[config.mk]
export PLATFORM = sky130hd
export DESIGN_NAME = up_bus_arbiter
export DESIGN_NICKNAME = d
export VERILOG_FILES = /design/src/rtl/up_bus_arbiter.sv
export SDC_FILE = /design/constraint.sdc
export NUM_CORES = 1
export LEC_CHECK = 0
export CORE_MARGIN = 3
export CORE_UTILIZATION = 38
export DETAILED_ROUTE_END_ITERATION = 10
export MAX_ROUTING_LAYER = met4
export PLACE_DENSITY = 0.81
export REMOVE_ABC_BUFFERS = 1
export SLEW_MARGIN = 20
export SYNTH_ARGS = -nofsm -noshare
export SYNTH_HDL_FRONTEND = slang
export SYNTH_SLANG_ARGS = --single-unit
[constraint.sdc]
create_clock -name up_clk -period 2 [get_ports up_clk]
set_input_delay 0.4 -clock up_clk [delete_from_list [all_inputs] [get_ports up_clk]]
set_output_delay 0.4 -clock up_clk [all_outputs]
set_load 0.05 [all_outputs]
[src/rtl/up_bus_arbiter.sv]
// Two-master arbiter for the shared up_* register bus (CPU BFM on m0, register sequencer on m1).
// Define UP_ARB_TIMEOUT_EN to abort slave accesses that hold up_wait for TIMEOUT_CYC cycles.
module up_bus_arbiter #(
  parameter int unsigned ARB_MODE     = 0,
  parameter int unsigned TIMEOUT_CYC  = 1024,
  parameter logic [31:0] TIMEOUT_DATA = 32'hDEAD_BEEF
) (
  input  logic        up_clk,
  input  logic        up_rst_n,
  input  logic        m0_wr,
  input  logic        m0_rd,
  input  logic [31:0] m0_addr,
  input  logic [31:0] m0_data_wr,
  output logic [31:0] m0_data_rd,
  output logic        m0_wait,
  input  logic        m1_wr,
  input  logic        m1_rd,
  input  logic [31:0] m1_addr,
  input  logic [31:0] m1_data_wr,
  output logic [31:0] m1_data_rd,
  output logic        m1_wait,
  output logic        up_wr,
  output logic        up_rd,
  output logic [31:0] up_addr,
  output logic [31:0] up_data_wr,
  input  logic [31:0] up_data_rd,
  input  logic        up_wait,
  output logic [1:0]  grant,
  output logic        busy,
  output logic        timeout_flag,
  output logic        timeout_pulse
);

  typedef enum logic [1:0] {IDLE, ACCESS, DONE} state_t;

  state_t state;
  logic   last_grant;
  logic   req0, req1, pick1;

  assign req0 = m0_wr | m0_rd;
  assign req1 = m1_wr | m1_rd;

  // m1 wins only when alone, or on a round-robin tie after m0 was served last
  assign pick1 = req1 & (~req0 | ((ARB_MODE == 0) & ~last_grant));

  assign m0_wait = req0 & ~((state == DONE) & grant[0]);
  assign m1_wait = req1 & ~((state == DONE) & grant[1]);
  assign busy    = (state == ACCESS) | (state == DONE);

`ifdef UP_ARB_TIMEOUT_EN
  localparam logic [15:0] TO_LAST = 16'(TIMEOUT_CYC - 1);
  logic [15:0] to_cnt;
`else
  logic unused_cfg;
  assign unused_cfg    = ^{TIMEOUT_DATA, 32'(TIMEOUT_CYC)};
  assign timeout_flag  = 1'b0;
  assign timeout_pulse = 1'b0;
`endif

  always_ff @(posedge up_clk) begin
    if (!up_rst_n) begin
      state      <= IDLE;
      last_grant <= 1'b1;
      grant      <= 2'b00;
      up_wr      <= 1'b0;
      up_rd      <= 1'b0;
      up_addr    <= '0;
      up_data_wr <= '0;
      m0_data_rd <= '0;
      m1_data_rd <= '0;
`ifdef UP_ARB_TIMEOUT_EN
      to_cnt        <= '0;
      timeout_flag  <= 1'b0;
      timeout_pulse <= 1'b0;
`endif
    end else begin
`ifdef UP_ARB_TIMEOUT_EN
      timeout_pulse <= 1'b0;
`endif
      case (state)
        IDLE: begin
          if (req0 | req1) begin
            grant      <= pick1 ? 2'b10 : 2'b01;
            up_addr    <= pick1 ? m1_addr : m0_addr;
            up_data_wr <= pick1 ? m1_data_wr : m0_data_wr;
            // wr takes precedence when a master raises both strobes
            up_wr      <= pick1 ? m1_wr : m0_wr;
            up_rd      <= pick1 ? (m1_rd & ~m1_wr) : (m0_rd & ~m0_wr);
            state      <= ACCESS;
`ifdef UP_ARB_TIMEOUT_EN
            to_cnt     <= '0;
`endif
          end
        end
        ACCESS: begin
          if (!up_wait) begin
            if (up_rd) begin
              if (grant[1]) m1_data_rd <= up_data_rd;
              else          m0_data_rd <= up_data_rd;
            end
            up_wr <= 1'b0;
            up_rd <= 1'b0;
            state <= DONE;
          end
`ifdef UP_ARB_TIMEOUT_EN
          else if (to_cnt == TO_LAST) begin
            if (up_rd) begin
              if (grant[1]) m1_data_rd <= TIMEOUT_DATA;
              else          m0_data_rd <= TIMEOUT_DATA;
            end
            up_wr         <= 1'b0;
            up_rd         <= 1'b0;
            timeout_pulse <= 1'b1;
            timeout_flag  <= 1'b1;
            state         <= DONE;
          end else begin
            to_cnt <= to_cnt + 16'd1;
          end
`endif
        end
        DONE: begin
          last_grant <= grant[1];
          grant      <= 2'b00;
          state      <= IDLE;
        end
        default: state <= IDLE;
      endcase
    end
  end

endmodule

Word level (Yosys, flattened, before mapping)
Index checks and enable logic that the tools add are counted.
W data, S select, Z words.
{"block": "totals", "ff_bits": 135, "output_inout_bits": 137, "wordCells": 57}
{"block": "classes", "n_eq_ne": 4, "n_mux": 15, "bitwise": 20, "reduce_logical": 9}
{"operator": "$mux W32", "count": 2}
{"operator": "$mux W2", "count": 4}
{"operator": "$not A1 Y1", "count": 8}
{"operator": "$pmux W2 S2", "count": 2}
{"operator": "$reduce_and A4 Y1", "count": 2}
{"operator": "$and A1 B1 Y1", "count": 7}
{"operator": "$reduce_and A2 Y1", "count": 3}
{"operator": "$mux W1", "count": 5}
{"operator": "$or A1 B1 Y1", "count": 5}
{"operator": "$ne A2 B2 Y1 const B", "count": 2}
{"operator": "$pmux W1 S2", "count": 2}
{"operator": "$reduce_bool A2 Y1", "count": 2}
{"operator": "$reduce_and A3 Y1", "count": 1}
{"operator": "$eq A2 B1 Y1 const B", "count": 1}
{"operator": "$eq A2 B2 Y1 const B", "count": 1}
{"operator": "$logic_not A2 Y1", "count": 1}

Longest topological paths before layout
{"block": "logic_depth", "ltp_word": 7, "mapped_depth": 7, "ltp_nobuf": 5}

Worst setup path after synthesis
Ideal clock, no wire load.
{"block": "synth_path", "path_type": "reg-to-output", "startpoint": "reg state[0]", "endpoint": "out m0_wait", "arrival_time_ns": 1.781, "setup_slack_ns": -0.181, "path_stages_with_launch": 4, "path_cell_list": "dfxtp_1 inv_1 ha_1 a21boi_0"}
{"block": "synth_between", "elab_chain_len": 4}
{"element": "from (decl)", "line": "36", "text": "state_t state;"}
{"element": "from (signal assigned)", "line": "62", "text": "state <= IDLE;"}
{"element": "from (signal assigned)", "line": "89", "text": "state <= ACCESS;"}
{"element": "from (signal assigned)", "line": "103", "text": "state <= DONE;"}
{"element": "$eq A2 B2 Y1", "line": "46", "text": "assign m0_wait = req0 & ~((state == DONE) & grant[0]);"}
{"element": "$and A1 B1 Y1", "line": "46"}
{"element": "$not A1 Y1", "line": "46"}
{"element": "$and A1 B1 Y1", "line": "46"}
{"element": "to (decl)", "line": "15", "text": "output logic m0_wait,"}
No other way between the ends.

Worst setup path in the final report
{"block": "layout_path", "startpoint": "reg up_addr[24]", "endpoint": "out up_addr[24]"}
{"element": "from (decl)", "line": "24", "text": "output logic [31:0] up_addr,"}
{"element": "from (signal assigned)", "line": "84", "text": "up_addr <= pick1 ? m1_addr : m0_addr;"}
No word-level cell between the ends.

==> flow_metrics.env <==
export IMPL_status="finished clean"
export IMPL_worstPathArrival_ns=1.57
export IMPL_syn_area_um2=5248
export IMPL_drtAntennaViolNets=0
export IMPL_cts_root_buffer="clkbuf_16"
export IMPL_max_vdd_ir_drop_uv=552.9
export IMPL_synth_area_leaders="dfxtp_1 (52%), a221o_1 (12%), nand2_1 (9.7%), and3_1 (7.6%), a21oi_1 (6.5%)"
export IMPL_crit_cells=1
export IMPL_num_io_pins=304
export IMPL_crit_buf_inv=1
export IMPL_layout_drive_gt1_share_pct=9.513
export IMPL_tns_ns=0
export IMPL_path_cells="clkdlybuf4s50_1"
export IMPL_initial_utilization_pct=39.31
export IMPL_area_growth_pct=73.94
export IMPL_yosys_area_top_type_share_pct=51.50
export IMPL_crit_required_ns=1.60
export IMPL_synth_edf_count=0
export IMPL_fin_crit_ns=1.973
export IMPL_grt_antenna_before_repair=0
export IMPL_drt_wirelength_per_cell_um=18.43
export IMPL_finalNetCount=1021
export IMPL_startpoint_type="flip-flop"
export IMPL_slew_viol_final=0
export IMPL_n_antenna_cell=0
export IMPL_coreArea_um2=13350
export IMPL_rr_worst_depth=6
export IMPL_synthFlopType="dfxtp_1"
export IMPL_grt_pass1_vias=5367
export IMPL_drt_total_wl_um=19130
export IMPL_num_vias=5572
export IMPL_die_x_um=123.5
export IMPL_fin_crit_sh_pct=98.67
export IMPL_dieArea_um2=15250
export IMPL_cts_sinks=135
export IMPL_setup_violations=0
export IMPL_finalHoldViolCount=0
export IMPL_ctsHoldBuffers=0
export IMPL_die_h_um=123.5
export IMPL_portBuffers=301
export IMPL_leakagePower_nw=4.475
export IMPL_crit_path_end_kind="primary output"
export IMPL_grt_start_max_net_pins=69
export IMPL_path_max_fanout=2
export IMPL_clock_latency_ns=0.41
export IMPL_tightest_slew_ns=0.5791
export IMPL_min_delay_path_class="in2reg"
export IMPL_hpwl_um=13810
export IMPL_power_density_nw_per_um2=912.0
export IMPL_crit_type="reg2out"
export IMPL_place_congestion=0.9214
export IMPL_grt_usage_pct=24.14
export IMPL_netlist_cell_type_count=38
export IMPL_tritoncts="done"
export IMPL_p_total_w=0.008324
export IMPL_grt_overflow=0
export IMPL_ys_async_sr_fraction_pct=0
export IMPL_clk_pin_slew_ns=0.06
export IMPL_ys_warn_count=0
export IMPL_htreeDepth=4
export IMPL_fmax_mhz=506.7
export IMPL_crit_family="buffers and inverters"
export IMPL_first_iter_violations=427
export IMPL_avgSynthCellArea_um2=9.337
export IMPL_ctsLongestPathBuffers=2
export IMPL_vias_per_cell=5.368
export IMPL_ys_seq_area_share_pct=51.50
export IMPL_cpPeakStageDelay_ns=0.84
export IMPL_synthCells=562
export IMPL_rows=42
export IMPL_cap_violations=0
export IMPL_finalClockSkew_ns=0.006421
export IMPL_cts_buffers=17
export IMPL_slew_headroom_pct=61.55
export IMPL_firstDrtPassIters=5
export IMPL_drc=0
export IMPL_min_path_cells=2
export IMPL_slowest_stage="clkdlybuf4s50_1"
export IMPL_ys_seq_elements=135
export IMPL_grt_pass1_wl_um=27590
export IMPL_yosys_area_top_type="dfxtp_1"
what timing repair did:
action | in CTS | in global routing
resized for setup | 12 | 55
buffers inserted | 0 | 0
setup endpoints to repair | 11 | 69
cell type report:
type / instances / area (µm²)
fillers: 973 / 4220
multi-input cells: 370 / 2263
well taps: 176 / 220.2
clock inverters: 9 / 102.6
clock buffers: 22 / 454.2
repair buffers: 321 / 3364
inverters: 5 / 18.77
flip-flops and latches: 135 / 2704
stage by stage:
stage	hold slack, ns	utilization [%]	std cells	setup slack, ns	area (µm²)
after detailed placement	0.4483	63.23	1007	-0.1139	8439
after global placement	0.4408	63.23	1007	-0.05484	8439
after global routing	0.2365	68.38	1038	-0.02276	9128
final	0.2412	68.38	1038	0.02659	9128
after floorplan	0.4521	-	510	-1.433	4950
after CTS	0.2256	67.36	1038	-0.02606	8991
sequential cells by signal, summed over array words and instances (netlist names):
| signal | cells |
|---|---|
| up_addr | 32 |
| up_data_wr | 32 |
| up_wr | 1 |
| m0_data_rd | 32 |
| state | 2 |
| up_rd | 1 |
| last_grant | 1 |
| m1_data_rd | 32 |
| grant | 2 |
power breakdown:
group / leakage [nW] / internal (W) / switching [W]
Sequential: 1.10 / 0.00293 / 0.000130
Clock: 0.266 / 0.00185 / 0.00110
Combinational: 3.11 / 0.000942 / 0.00138
worst reg2reg max path, cell delays in order (launching register included):
cell	delay, ns
dfxtp_1	0.33
inv_1	0.13
ha_2	0.33
nand2_1	0.15
a211oi_4	0.23
buf_12	0.31
a221o_1	0.25
metal layers:
layer	part of all wire (%)	vias to the layer above	GRT usage [%]
li1	-	2592	-
met1	36	2631	26.51
met2	50	309	39.89
met3	10	40	8.143
met4	3.2	0	10.52
met5	0	-	-
Yosys cell counts (all sizes together), types with 2 or more instances:
cell     number
a21boi        2
a21oi        68
buf          21
ha            4
inv           5
dfxtp       135
o2bb2ai       3
and3         64
clkbuf       32
a211oi        3
nor2          3
a221o        64
mux2i         2
nand2       136
or3b          2
worst paths after layout:
path / start / endpoint / slack (ns)
setup / recovery: up_addr[24] / up_addr[24] / 0.03
hold / removal: up_rst_n / last_grant / 0.24
setup reg to reg: state[1] / up_addr[12] / 0.23
hold reg to reg: m1_data_rd[5] / m1_data_rd[5] / 0.45
placed cells by master (no fill, tap or decap), types with 3 or more instances in the layout:
| master | count |
|---|---|
| dlygate4sd2_1 | 9 |
| clkinvlp_4 | 3 |
| and3_1 | 64 |
| buf_4 | 29 |
| clkinv_2 | 4 |
| buf_12 | 11 |
| clkdlybuf4s50_1 | 219 |
| dfxtp_1 | 134 |
| dlymetal6s2s_1 | 52 |
| clkbuf_16 | 17 |
| nand2_1 | 136 |
| clkbuf_1 | 4 |
| o2bb2ai_1 | 3 |
| inv_1 | 4 |
| a21oi_1 | 67 |
| a221o_1 | 64 |
logic make-up after synthesis:
logic type	count (synthesis)	share of synthesized area (%)
simple gates	215	19.50
other cells	1	0.07146
mux	2	0.3815
compound gates	147	21.48
flops	135	51.50
fa+ha+maj	4	0.9538
buf+inv	58	6.104
Power figures use the tool's default switching activity.
